### src/rtl/eei_pkg.sv
// Execution-environment constants shared by the memory-side blocks.
package eei;
  localparam int MEM_ADDR_WIDTH = 16;
  localparam int MEM_DATA_WIDTH = 64;
endpackage

### src/rtl/membus_pkg.sv
// Types and default widths for the fetch/data memory bus arbiter.
package membus_pkg;
  import eei::*;

  localparam int ADDR_W = MEM_ADDR_WIDTH;
  localparam int DATA_W = MEM_DATA_WIDTH;

  typedef enum logic {OWN_FETCH, OWN_DATA} Owner;
  typedef enum logic {ST_IDLE, ST_BUSY} ArbState;
endpackage

### src/rtl/membus_arbiter_if.sv
// Bundles the fetch port, load/store port and shared memory port of the arbiter.
interface membus_arbiter_if #(
    parameter int ADDR_WIDTH = membus_pkg::ADDR_W,
    parameter int DATA_WIDTH = membus_pkg::DATA_W
);
    // Handshake: a request transfers in the cycle where valid and ready are both
    // high; the requester holds valid and payload stable until then. Responses
    // (rvalid) are single-cycle pulses with no back-pressure.
    logic                    i_valid;
    logic                    i_ready;
    logic [ADDR_WIDTH-1:0]   i_addr;
    logic                    i_rvalid;
    logic [DATA_WIDTH-1:0]   i_rdata;

    logic                    d_valid;
    logic                    d_ready;
    logic [ADDR_WIDTH-1:0]   d_addr;
    logic                    d_wen;
    logic [DATA_WIDTH-1:0]   d_wdata;
    logic [DATA_WIDTH/8-1:0] d_wmask;
    logic                    d_rvalid;
    logic [DATA_WIDTH-1:0]   d_rdata;

    logic                    m_valid;
    logic                    m_ready;
    logic [ADDR_WIDTH-1:0]   m_addr;
    logic                    m_wen;
    logic [DATA_WIDTH-1:0]   m_wdata;
    logic [DATA_WIDTH/8-1:0] m_wmask;
    logic                    m_rvalid;
    logic [DATA_WIDTH-1:0]   m_rdata;

    modport slave (
        input  i_valid, i_addr,
        output i_ready, i_rvalid, i_rdata,
        input  d_valid, d_addr, d_wen, d_wdata, d_wmask,
        output d_ready, d_rvalid, d_rdata,
        output m_valid, m_addr, m_wen, m_wdata, m_wmask,
        input  m_ready, m_rvalid, m_rdata
    );

    modport master (
        output i_valid, i_addr,
        input  i_ready, i_rvalid, i_rdata,
        output d_valid, d_addr, d_wen, d_wdata, d_wmask,
        input  d_ready, d_rvalid, d_rdata,
        input  m_valid, m_addr, m_wen, m_wdata, m_wmask,
        output m_ready, m_rvalid, m_rdata
    );
endinterface

### src/rtl/membus_arbiter.sv
// Two-requester memory arbiter: fetch vs load/store, one outstanding transaction,
// round-robin on simultaneous requests, request payload passed through unlatched.
module membus_arbiter
  import membus_pkg::*;
#(
    parameter int ADDR_WIDTH = ADDR_W,
    parameter int DATA_WIDTH = DATA_W
) (
    input  logic              clk,
    input  logic              rst,
    membus_arbiter_if.slave   bus,
    output ArbState           dbg_state_o,
    output Owner              dbg_owner_o,
    output Owner              dbg_last_grant_o
);
    localparam int MASK_W = DATA_WIDTH / 8;

    ArbState state_q, state_d;
    Owner    owner_q, owner_d;
    Owner    last_grant_q, last_grant_d;

    logic    grant_any;
    Owner    grant;

    always_ff @(posedge clk or negedge rst) begin
        if (!rst) begin
            state_q      <= ST_IDLE;
            owner_q      <= OWN_FETCH;
            last_grant_q <= OWN_FETCH;
        end else begin
            state_q      <= state_d;
            owner_q      <= owner_d;
            last_grant_q <= last_grant_d;
        end
    end

    // On a tie, whoever did not win last time gets the bus.
    always_comb begin
        grant_any = bus.i_valid | bus.d_valid;
        grant     = OWN_FETCH;
        if (bus.i_valid && bus.d_valid) begin
            grant = (last_grant_q == OWN_FETCH) ? OWN_DATA : OWN_FETCH;
        end else if (bus.d_valid) begin
            grant = OWN_DATA;
        end
    end

    always_comb begin
        state_d      = state_q;
        owner_d      = owner_q;
        last_grant_d = last_grant_q;
        bus.m_valid  = 1'b0;
        bus.m_addr   = {ADDR_WIDTH{1'b0}};
        bus.m_wen    = 1'b0;
        bus.m_wdata  = {DATA_WIDTH{1'b0}};
        bus.m_wmask  = {MASK_W{1'b0}};
        bus.i_ready  = 1'b0;
        bus.d_ready  = 1'b0;
        bus.i_rvalid = 1'b0;
        bus.d_rvalid = 1'b0;

        case (state_q)
            ST_IDLE: begin
                if (grant_any) begin
                    bus.m_valid = 1'b1;
                    if (grant == OWN_DATA) begin
                        bus.m_addr  = bus.d_addr;
                        bus.m_wen   = bus.d_wen;
                        bus.m_wdata = bus.d_wdata;
                        bus.m_wmask = bus.d_wmask;
                        bus.d_ready = bus.m_ready;
                    end else begin
                        bus.m_addr  = bus.i_addr;
                        bus.i_ready = bus.m_ready;
                    end
                    if (bus.m_ready) begin
                        state_d      = ST_BUSY;
                        owner_d      = grant;
                        last_grant_d = grant;
                    end
                end
            end
            ST_BUSY: begin
                if (bus.m_rvalid) begin
                    bus.i_rvalid = (owner_q == OWN_FETCH);
                    bus.d_rvalid = (owner_q == OWN_DATA);
                    state_d      = ST_IDLE;
                end
            end
            default: state_d = ST_IDLE;
        endcase
    end

    assign bus.i_rdata = bus.m_rdata;
    assign bus.d_rdata = bus.m_rdata;

    assign dbg_state_o      = state_q;
    assign dbg_owner_o      = owner_q;
    assign dbg_last_grant_o = last_grant_q;
endmodule
### src/flat_wrapper.sv
// flat-port wrapper written by rule: the top's interface ports become plain ports
module membus_arbiter_flat import membus_pkg::*;
#(
    parameter int ADDR_WIDTH = ADDR_W,
    parameter int DATA_WIDTH = DATA_W
)
  (clk, rst, dbg_state_o, dbg_owner_o, dbg_last_grant_o, bus_i_valid, bus_i_addr, bus_i_ready, bus_i_rvalid, bus_i_rdata, bus_d_valid, bus_d_addr, bus_d_wen, bus_d_wdata, bus_d_wmask, bus_d_ready, bus_d_rvalid, bus_d_rdata, bus_m_valid, bus_m_addr, bus_m_wen, bus_m_wdata, bus_m_wmask, bus_m_ready, bus_m_rvalid, bus_m_rdata);
  membus_arbiter_if #(.ADDR_WIDTH(ADDR_WIDTH), .DATA_WIDTH(DATA_WIDTH)) bus_i ();
  input  logic clk;
  input  logic rst;
  output ArbState dbg_state_o;
  output Owner dbg_owner_o;
  output Owner dbg_last_grant_o;
  input wire logic [$bits(bus_i.i_valid)-1:0] bus_i_valid;
  input wire logic [$bits(bus_i.i_addr)-1:0] bus_i_addr;
  output wire logic [$bits(bus_i.i_ready)-1:0] bus_i_ready;
  output wire logic [$bits(bus_i.i_rvalid)-1:0] bus_i_rvalid;
  output wire logic [$bits(bus_i.i_rdata)-1:0] bus_i_rdata;
  input wire logic [$bits(bus_i.d_valid)-1:0] bus_d_valid;
  input wire logic [$bits(bus_i.d_addr)-1:0] bus_d_addr;
  input wire logic [$bits(bus_i.d_wen)-1:0] bus_d_wen;
  input wire logic [$bits(bus_i.d_wdata)-1:0] bus_d_wdata;
  input wire logic [$bits(bus_i.d_wmask)-1:0] bus_d_wmask;
  output wire logic [$bits(bus_i.d_ready)-1:0] bus_d_ready;
  output wire logic [$bits(bus_i.d_rvalid)-1:0] bus_d_rvalid;
  output wire logic [$bits(bus_i.d_rdata)-1:0] bus_d_rdata;
  output wire logic [$bits(bus_i.m_valid)-1:0] bus_m_valid;
  output wire logic [$bits(bus_i.m_addr)-1:0] bus_m_addr;
  output wire logic [$bits(bus_i.m_wen)-1:0] bus_m_wen;
  output wire logic [$bits(bus_i.m_wdata)-1:0] bus_m_wdata;
  output wire logic [$bits(bus_i.m_wmask)-1:0] bus_m_wmask;
  input wire logic [$bits(bus_i.m_ready)-1:0] bus_m_ready;
  input wire logic [$bits(bus_i.m_rvalid)-1:0] bus_m_rvalid;
  input wire logic [$bits(bus_i.m_rdata)-1:0] bus_m_rdata;
  assign bus_i.i_valid = bus_i_valid;
  assign bus_i.i_addr = bus_i_addr;
  assign bus_i_ready = bus_i.i_ready;
  assign bus_i_rvalid = bus_i.i_rvalid;
  assign bus_i_rdata = bus_i.i_rdata;
  assign bus_i.d_valid = bus_d_valid;
  assign bus_i.d_addr = bus_d_addr;
  assign bus_i.d_wen = bus_d_wen;
  assign bus_i.d_wdata = bus_d_wdata;
  assign bus_i.d_wmask = bus_d_wmask;
  assign bus_d_ready = bus_i.d_ready;
  assign bus_d_rvalid = bus_i.d_rvalid;
  assign bus_d_rdata = bus_i.d_rdata;
  assign bus_m_valid = bus_i.m_valid;
  assign bus_m_addr = bus_i.m_addr;
  assign bus_m_wen = bus_i.m_wen;
  assign bus_m_wdata = bus_i.m_wdata;
  assign bus_m_wmask = bus_i.m_wmask;
  assign bus_i.m_ready = bus_m_ready;
  assign bus_i.m_rvalid = bus_m_rvalid;
  assign bus_i.m_rdata = bus_m_rdata;
  membus_arbiter #(.ADDR_WIDTH(ADDR_WIDTH), .DATA_WIDTH(DATA_WIDTH)) u_core (.clk(clk), .rst(rst), .bus(bus_i), .dbg_state_o(dbg_state_o), .dbg_owner_o(dbg_owner_o), .dbg_last_grant_o(dbg_last_grant_o));
endmodule
### config.mk
export PLATFORM = sky130hd
export DESIGN_NAME = membus_arbiter_flat
export DESIGN_NICKNAME = d
export VERILOG_FILES = /design/src/rtl/eei_pkg.sv /design/src/rtl/membus_pkg.sv /design/src/rtl/membus_arbiter_if.sv /design/src/rtl/membus_arbiter.sv /design/src/flat_wrapper.sv
export SDC_FILE = /design/constraint.sdc
export NUM_CORES = 1
export LEC_CHECK = 0
export CAP_MARGIN = 25
export CORE_AREA = 2 2 156 158
export CTS_CLUSTER_DIAMETER = 30
export DETAILED_ROUTE_END_ITERATION = 12
export DIE_AREA = 0 0 158 160
export PLACE_DENSITY = 0.46
export SYNTH_ARGS = -nofsm -noshare
export SYNTH_HDL_FRONTEND = slang
export SYNTH_SLANG_ARGS = --single-unit
### constraint.sdc
create_clock -name clk -period 1.4 [get_ports clk]
set_clock_uncertainty 0.1 [all_clocks]
set_input_delay 0.35 -clock clk [delete_from_list [all_inputs] [get_ports clk]]
set_output_delay 0.35 -clock clk [all_outputs]
set_load 0.01 [all_outputs]
==> out/qor.txt <==
Max Fanout on Critical Path: 8
R2R Setup Slk: -0.05 ns
Sequential Area: 52.6 um^2
CP delay by family, top: simple AND/OR/NAND/NOR gates
# DRC: 0
most common cell after layout, fill and taps aside: clkdlybuf4s50_1
Non-Filler Instances: 737
RD Place Congestion: 0.693
Worst Path Required: 0.95 ns
Final Cycle Share: 144%
WP buf/inv: 3
status: complete, but fails checks
Routed WL per cell: 15.8 um
total gr overflow: 0
first-pass GRT wire length: 15700 um
Hold WC Path Type: input port to asynchronous set/reset pin
max-slew violations: 0
most used cell along the critical path: buf_6
f_max: 0.497 GHz
Post-Synthesis Cell Area: 2550 um^2
Rel. slew slack: 82.5%
Synth area leader: buf_4
DP Area: 4920 um^2
design area: 5220 um^2
Synth Register Bits: 2
CTS tree: built
ant diodes: 0
ANT nets after route: 0
DIE WIDTH: 158 um
RSZ-0062 raised after global routing: true
final WL: 11700 um
setup tns final: -47.68 ns
worst r2r src: u_core.dbg_state_o
io pins: 400
Post-DP HPWL: 9130 um
crit start category: register
Mapped Cells: 293
Crit Path Class: register to primary output
failing checks: negative setup slack
Worst-Margin Slew: 0.262 ns
via count: 2454
Total GRT Usage: 8.16%
std cell rows: 57
Unique masters post-synth: 21
CTS clk-pin slew, worst paths: 0.03 ns
Levels on crit path: 5
Die Y: 160 um
vias in the first global route: 2597
Critical Path End Type: primary output
vias per cell: 3.33
setup violators final: 98
Fillers: 2611
ranking of synthesized cells by area: buf_4, nor3b_2, nand2b_1
worst reg2reg endpoint: u_core.dbg_owner_o
slowest stage cell, crit path: dfrtp_2
power per standard cell area: 701 nW/um^2
most frequent cells in the layout: clkdlybuf4s50_1, buf_2, nor3b_4, buf_6, nand2b_4
Clock Path Buffers: 2
Post-Place Cells: 707
CTS Root Cell: clkbuf_16
maxcap violations: 0
final hold slack: 0.202 ns
CP cell instances: and2_4, buf_6, buf_6, nor3b_4, buf_6
Layout area overhead: 105%
initial core utilization: 10.7%
slowest stage delay, CP: 0.44 ns
Die ar.: 25300 um^2
DP Worst Slack: -1.44 ns
initial antenna violation count: 0
largest net degree at the start of global routing: 22
core area: 23800 um^2
leakage power figure: 2.09 nW
Max VDD drop: 0.332 mV
DR iter-0 viols: 52
drt pass-1 iters: 4
share of cells above drive strength 1: 67.6%
post-synthesis sequential area ratio: 1.96%
multi-input logic area: 2120 um^2
Worst EP arrival: 1.56 ns
clk_lat worst skew: 0.22 ns
share of the synthesized area in the top cell type: 38.5%
setup ws final: -0.612 ns
Tmin final: 2.01 ns
fin nets: 589
average size of a mapped cell: 8.71 um^2
Sink Count: 2
FF-to-FF path depth: 5
count of input and output buffers: 207
Syn. warnings: 0
syn_nets: 468
Fin. Hold Viols: 0
CTS Buf Count: 3
H-tree depth: 1
[sequential cells by signal, summed over array words and instances (netlist names)]
signal	count
u_core.dbg_state_o	1
u_core.dbg_owner_o	1
[logic make-up after synthesis]
group | Yosys count | share of synthesized area (%)
AO/OA/AOI/OAI | 19 | 9.17
buffers and inverters | 155 | 45.2
flip-flops | 2 | 1.96
AND/OR/NAND/NOR | 117 | 43.7
[synth_stat cells (all sizes together)]
cell / number
and2: 1
o32ai: 16
nor2: 3
dfrtp: 2
nand2: 1
a21bo: 1
nand2b: 34
o22ai: 1
nand3b: 1
nor2b: 1
and3: 1
clkbuf: 4
nor3b: 74
a32o: 1
buf: 149
nor3: 1
inv: 2
[layer usage]
metal	track usage (%)	wire (um)
met1	9.09	4390
met2	14.5	5680
met3	3.77	1520
met4	1.11	77
met5	0	0
[where the power goes]
part / switching [mW] / internal [mW]
combinational: 1.37 / 1.73
sequential: 0.0304 / 0.0762
clock: 0.0749 / 0.375
total: 1.48 / 2.18
[cell type report]
cell class              count  share of cell area, %
clock buffers               4                   1.51
repair buffers            267                   48.9
multi-input cells         138                   40.6
inverters                   2                  0.144
well taps                 324                   7.77
flip-flops and latches      2                   1.01
[worst max-delay path by stage]
stage	from	end	slack, ns
3_3_place_gp	bus_i_valid	bus_d_ready	-1.38
3_5_place_dp	bus_i_valid	bus_d_ready	-1.44
6_report	u_core.dbg_owner_o	bus_m_wdata[3]	-0.61
5_1_grt	u_core.dbg_state_o	bus_m_wdata[35]	-0.67
4_1_cts	u_core.dbg_state_o	bus_m_wdata[27]	-0.61
2_1_floorplan	u_core.dbg_owner_o	bus_m_wdata[10]	-0.19
[through the flow]
stage / total power [mW] / util (%)
final: 3.66 / 21.9
after CTS: 3.55 / 21.1
after global routing: 3.87 / 21.9
after global placement: 2.86 / 20.7
after floorplan: 2.18 / -
after detailed placement: 2.88 / 20.7
[worst reg2reg max path, stage by stage (launching register included)]
cell and delay [ns]:
dfrtp_2 0.43, buf_6 0.17, clkbuf_16 0.16, buf_4 0.13
nand3b_1 0.14, a32o_1 0.20
[repair_timing]
action                                  4_1_cts  5_1_grt
gates resized for setup                     464       15
pin swaps                                    33       22
hold buffers                                  0        0
setup buffers                                17        5
gates cloned                                  5        5
endpoints found under the setup margin       99       97
Power figures use the tool's default switching activity.
==> patch (config.mk and constraints unchanged) <==
Set the package constant `MEM_ADDR_WIDTH` to 15 (it was 16).
--- a/src/rtl/eei_pkg.sv
+++ b/src/rtl/eei_pkg.sv
@@ -1,6 +1,6 @@
 // Execution-environment constants shared by the memory-side blocks.
 package eei;
-  localparam int MEM_ADDR_WIDTH = 16;
+  localparam int MEM_ADDR_WIDTH = 15;
   localparam int MEM_DATA_WIDTH = 64;
 endpackage
 
Ports: changed (resized bus_d_addr, bus_i_addr and bus_m_addr); port bits go from 400 to 397. The function was not compared with the original's and may differ.
==> patch against the unedited design <==
  * Cell area down 4.5%
  * Die area did not move
  * The flow still finishes with violations (setup timing)
  * Routed wire length up 10%
  * Sequential cell count unchanged
  * Worst hold slack lost 0.0015 ns
  * Worst setup slack worse by 0.032 ns
  * Synthesized area increased by 1.4%
  * Combinational power up 2%
  * Power rose by 0.94%
  * Critical endpoint is now bus_m_wdata[19]
==> patch: results (changes against the unedited design) <==
Critical path
  – Crit path DAT: 1.59 ns (+0.03 ns)
  – Family with the most delay on the worst path: buffers and inverters
  – Crit-path max FO: 6 (-2)
  – Slack of the worst reg-to-reg path: -0.12 ns (-0.07 ns)
  – Number of cells on the worst reg-to-reg path: 6 (+1)
  – Delay of the slowest critical-path stage: 0.39 ns (-0.05 ns)

Route
  – Met3 wire length: 1830 um (+20%)
  – Top Layer Used: met5
  – Routed via count divided by cell count: 3.37 (+1.1%)
  – Met1 Routed Length: 5010 um (+14%)
  – Count of routing violations after the opening detailed-route iteration: 79 (+52%)
  – Total number of vias: 2485 (+1.3%)
  – Length of routed met2 wiring: 5860 um (+3.0%)

Cells and area
  – Fraction of final layout cells sized beyond drive strength 1: 69.1% (+1.5 points)
  – Sequential cell area share: 1.05% (+0.047 points)
  – Number of multi-input logic gates: 136 (-1.4%)
  – FFs & Latches: 2 (unchanged)
  – Fillers: 2641 (+1.1%)
  – Multi-input gate share of the layout cell area: 34.7% (-5.9 points)
  – Data-path buffer share of cell area in the final layout: 54.3% (+5.4 points)
  – Final-layout clock-cell area share: 1.58% (+0.071 points)

Power and ir drop
  – Total power per unit cell area: 741 mW/mm2 (+5.7%)
  – Switching share of power: 37.8% (-2.6 points)
  – Highest ir drop seen on vdd: 0.000268 V (-19%)
  – Leakage Power: 0.00206 uW (-0.97%)

Yosys
  – Commonest cells post-synth: sky130_fd_sc_hd__buf_4 (130), sky130_fd_sc_hd__nor3b_2 (60), sky130_fd_sc_hd__nand2b_1 (31)
  – Post-Synthesis Net Count: 463 (-1.1%)
  – Synthesized area divided by synthesized cell count: 8.92 um2 (+2.4%)
  – Largest cells by area after synthesis: sky130_fd_sc_hd__buf_4 (38%), sky130_fd_sc_hd__nor3b_2 (29%), sky130_fd_sc_hd__nand2b_1 (7.5%)
  – Share of async-settable or async-resettable flops after synthesis: 100% (unchanged)
  – Netlist area before placement: 0.00259 mm2 (+1.4%)
  – Top-area cell type share of the netlist area: 37.7% (-0.81 points)

Timing
  – Total negative slack: -51.30 ns (-3.62 ns)
  – Number of setup violations in the final report: 96 (-2.0%)
  – Worst-case headroom to the max-slew limit: 81.4% (-1.2 points)
  – Least setup slack across all paths after layout: -0.644 ns (-0.0322 ns)
  – Worst Hold Margin: 0.200 ns (-0.00154 ns)

Place
  – Number of placed cells counting well taps: 687 (-2.8%)
  – Routability-driven placement congestion ratio: 0.700 (+1.1%)
  – Placed wire-length estimate: 8410 um (-7.9%)
  – Cell area after placement: 0.00413 mm2 (-16%)
  – Count of buffers from port buffering: 204 (-1.4%)
  – Pre-CTS WS: -1.19 ns (+0.253 ns)

Outcome
  – Violated checks: setup timing
  – Outcome: complete, but fails checks

Global routing
  – Initial antenna violation count: 1 (+1)
  – Aggregate global-route resource usage: 7.97% (-0.19 points)
  – Wire length of the first global-routing pass: 15100 um (-4.3%)
  – Pin count of the biggest net entering global routing: 38 (+73%)
-- patch: cell count changes after synthesis --
cell                       before  now
sky130_fd_sc_hd__o32ai_1        7    6
sky130_fd_sc_hd__buf_4        131  130
sky130_fd_sc_hd__buf_2          9    3
sky130_fd_sc_hd__nand2b_1      34   31
sky130_fd_sc_hd__nand2b_4       0    1
sky130_fd_sc_hd__clkbuf_1       4    3
sky130_fd_sc_hd__buf_6          9   17
-- patch: metal layers --
layer  GRT usage, %  vias up
li1               -     1109
met2           12.2      247
met4           1.60        4
met3           5.32       11
met1           9.14     1114
met5           1.39        -
-- patch: what timing repair did --
action,CTS,global route
setup endpoints to repair,97,96
setup buffers,18,13
cloned,9,15
pin swaps,49,44
gates resized for setup,450,57
-- patch: logic make-up (layout without fill, tap and decap cells) --
group | Yosys count | after routing | share of synthesized area (%)
AOI/OAI and AO/OA | 18 | 19 | 8.71
buffers and inverters | 155 | 276 | 46.4
and+or+nand+nor | 115 | 117 | 42.9
DFF | 2 | 2 | 1.94
-- patch: worst paths after layout --
check,start,end
min in group clk,bus_d_valid,u_core.dbg_state_o$_DFF_PN0_
max reg2reg,u_core.dbg_state_o$_DFF_PN0_,u_core.dbg_owner_o$_DFFE_PN0P_
max in group asynchronous,rst,u_core.dbg_state_o$_DFF_PN0_
max,u_core.dbg_owner_o$_DFFE_PN0P_,bus_m_wdata[19]
min,rst,u_core.dbg_owner_o$_DFFE_PN0P_
min reg2reg,u_core.dbg_owner_o$_DFFE_PN0P_,u_core.dbg_owner_o$_DFFE_PN0P_
-- patch: power by group through the flow --
stage	clock [uW]	combinational, uW	sequential [uW]
5_1_grt	458	3350	91.2
3_3_place_gp	0	2120	84.5
2_1_floorplan	0	1470	104
6_report	450	3150	89.9
4_1_cts	453	2690	87.0
3_5_place_dp	0	2150	85.2
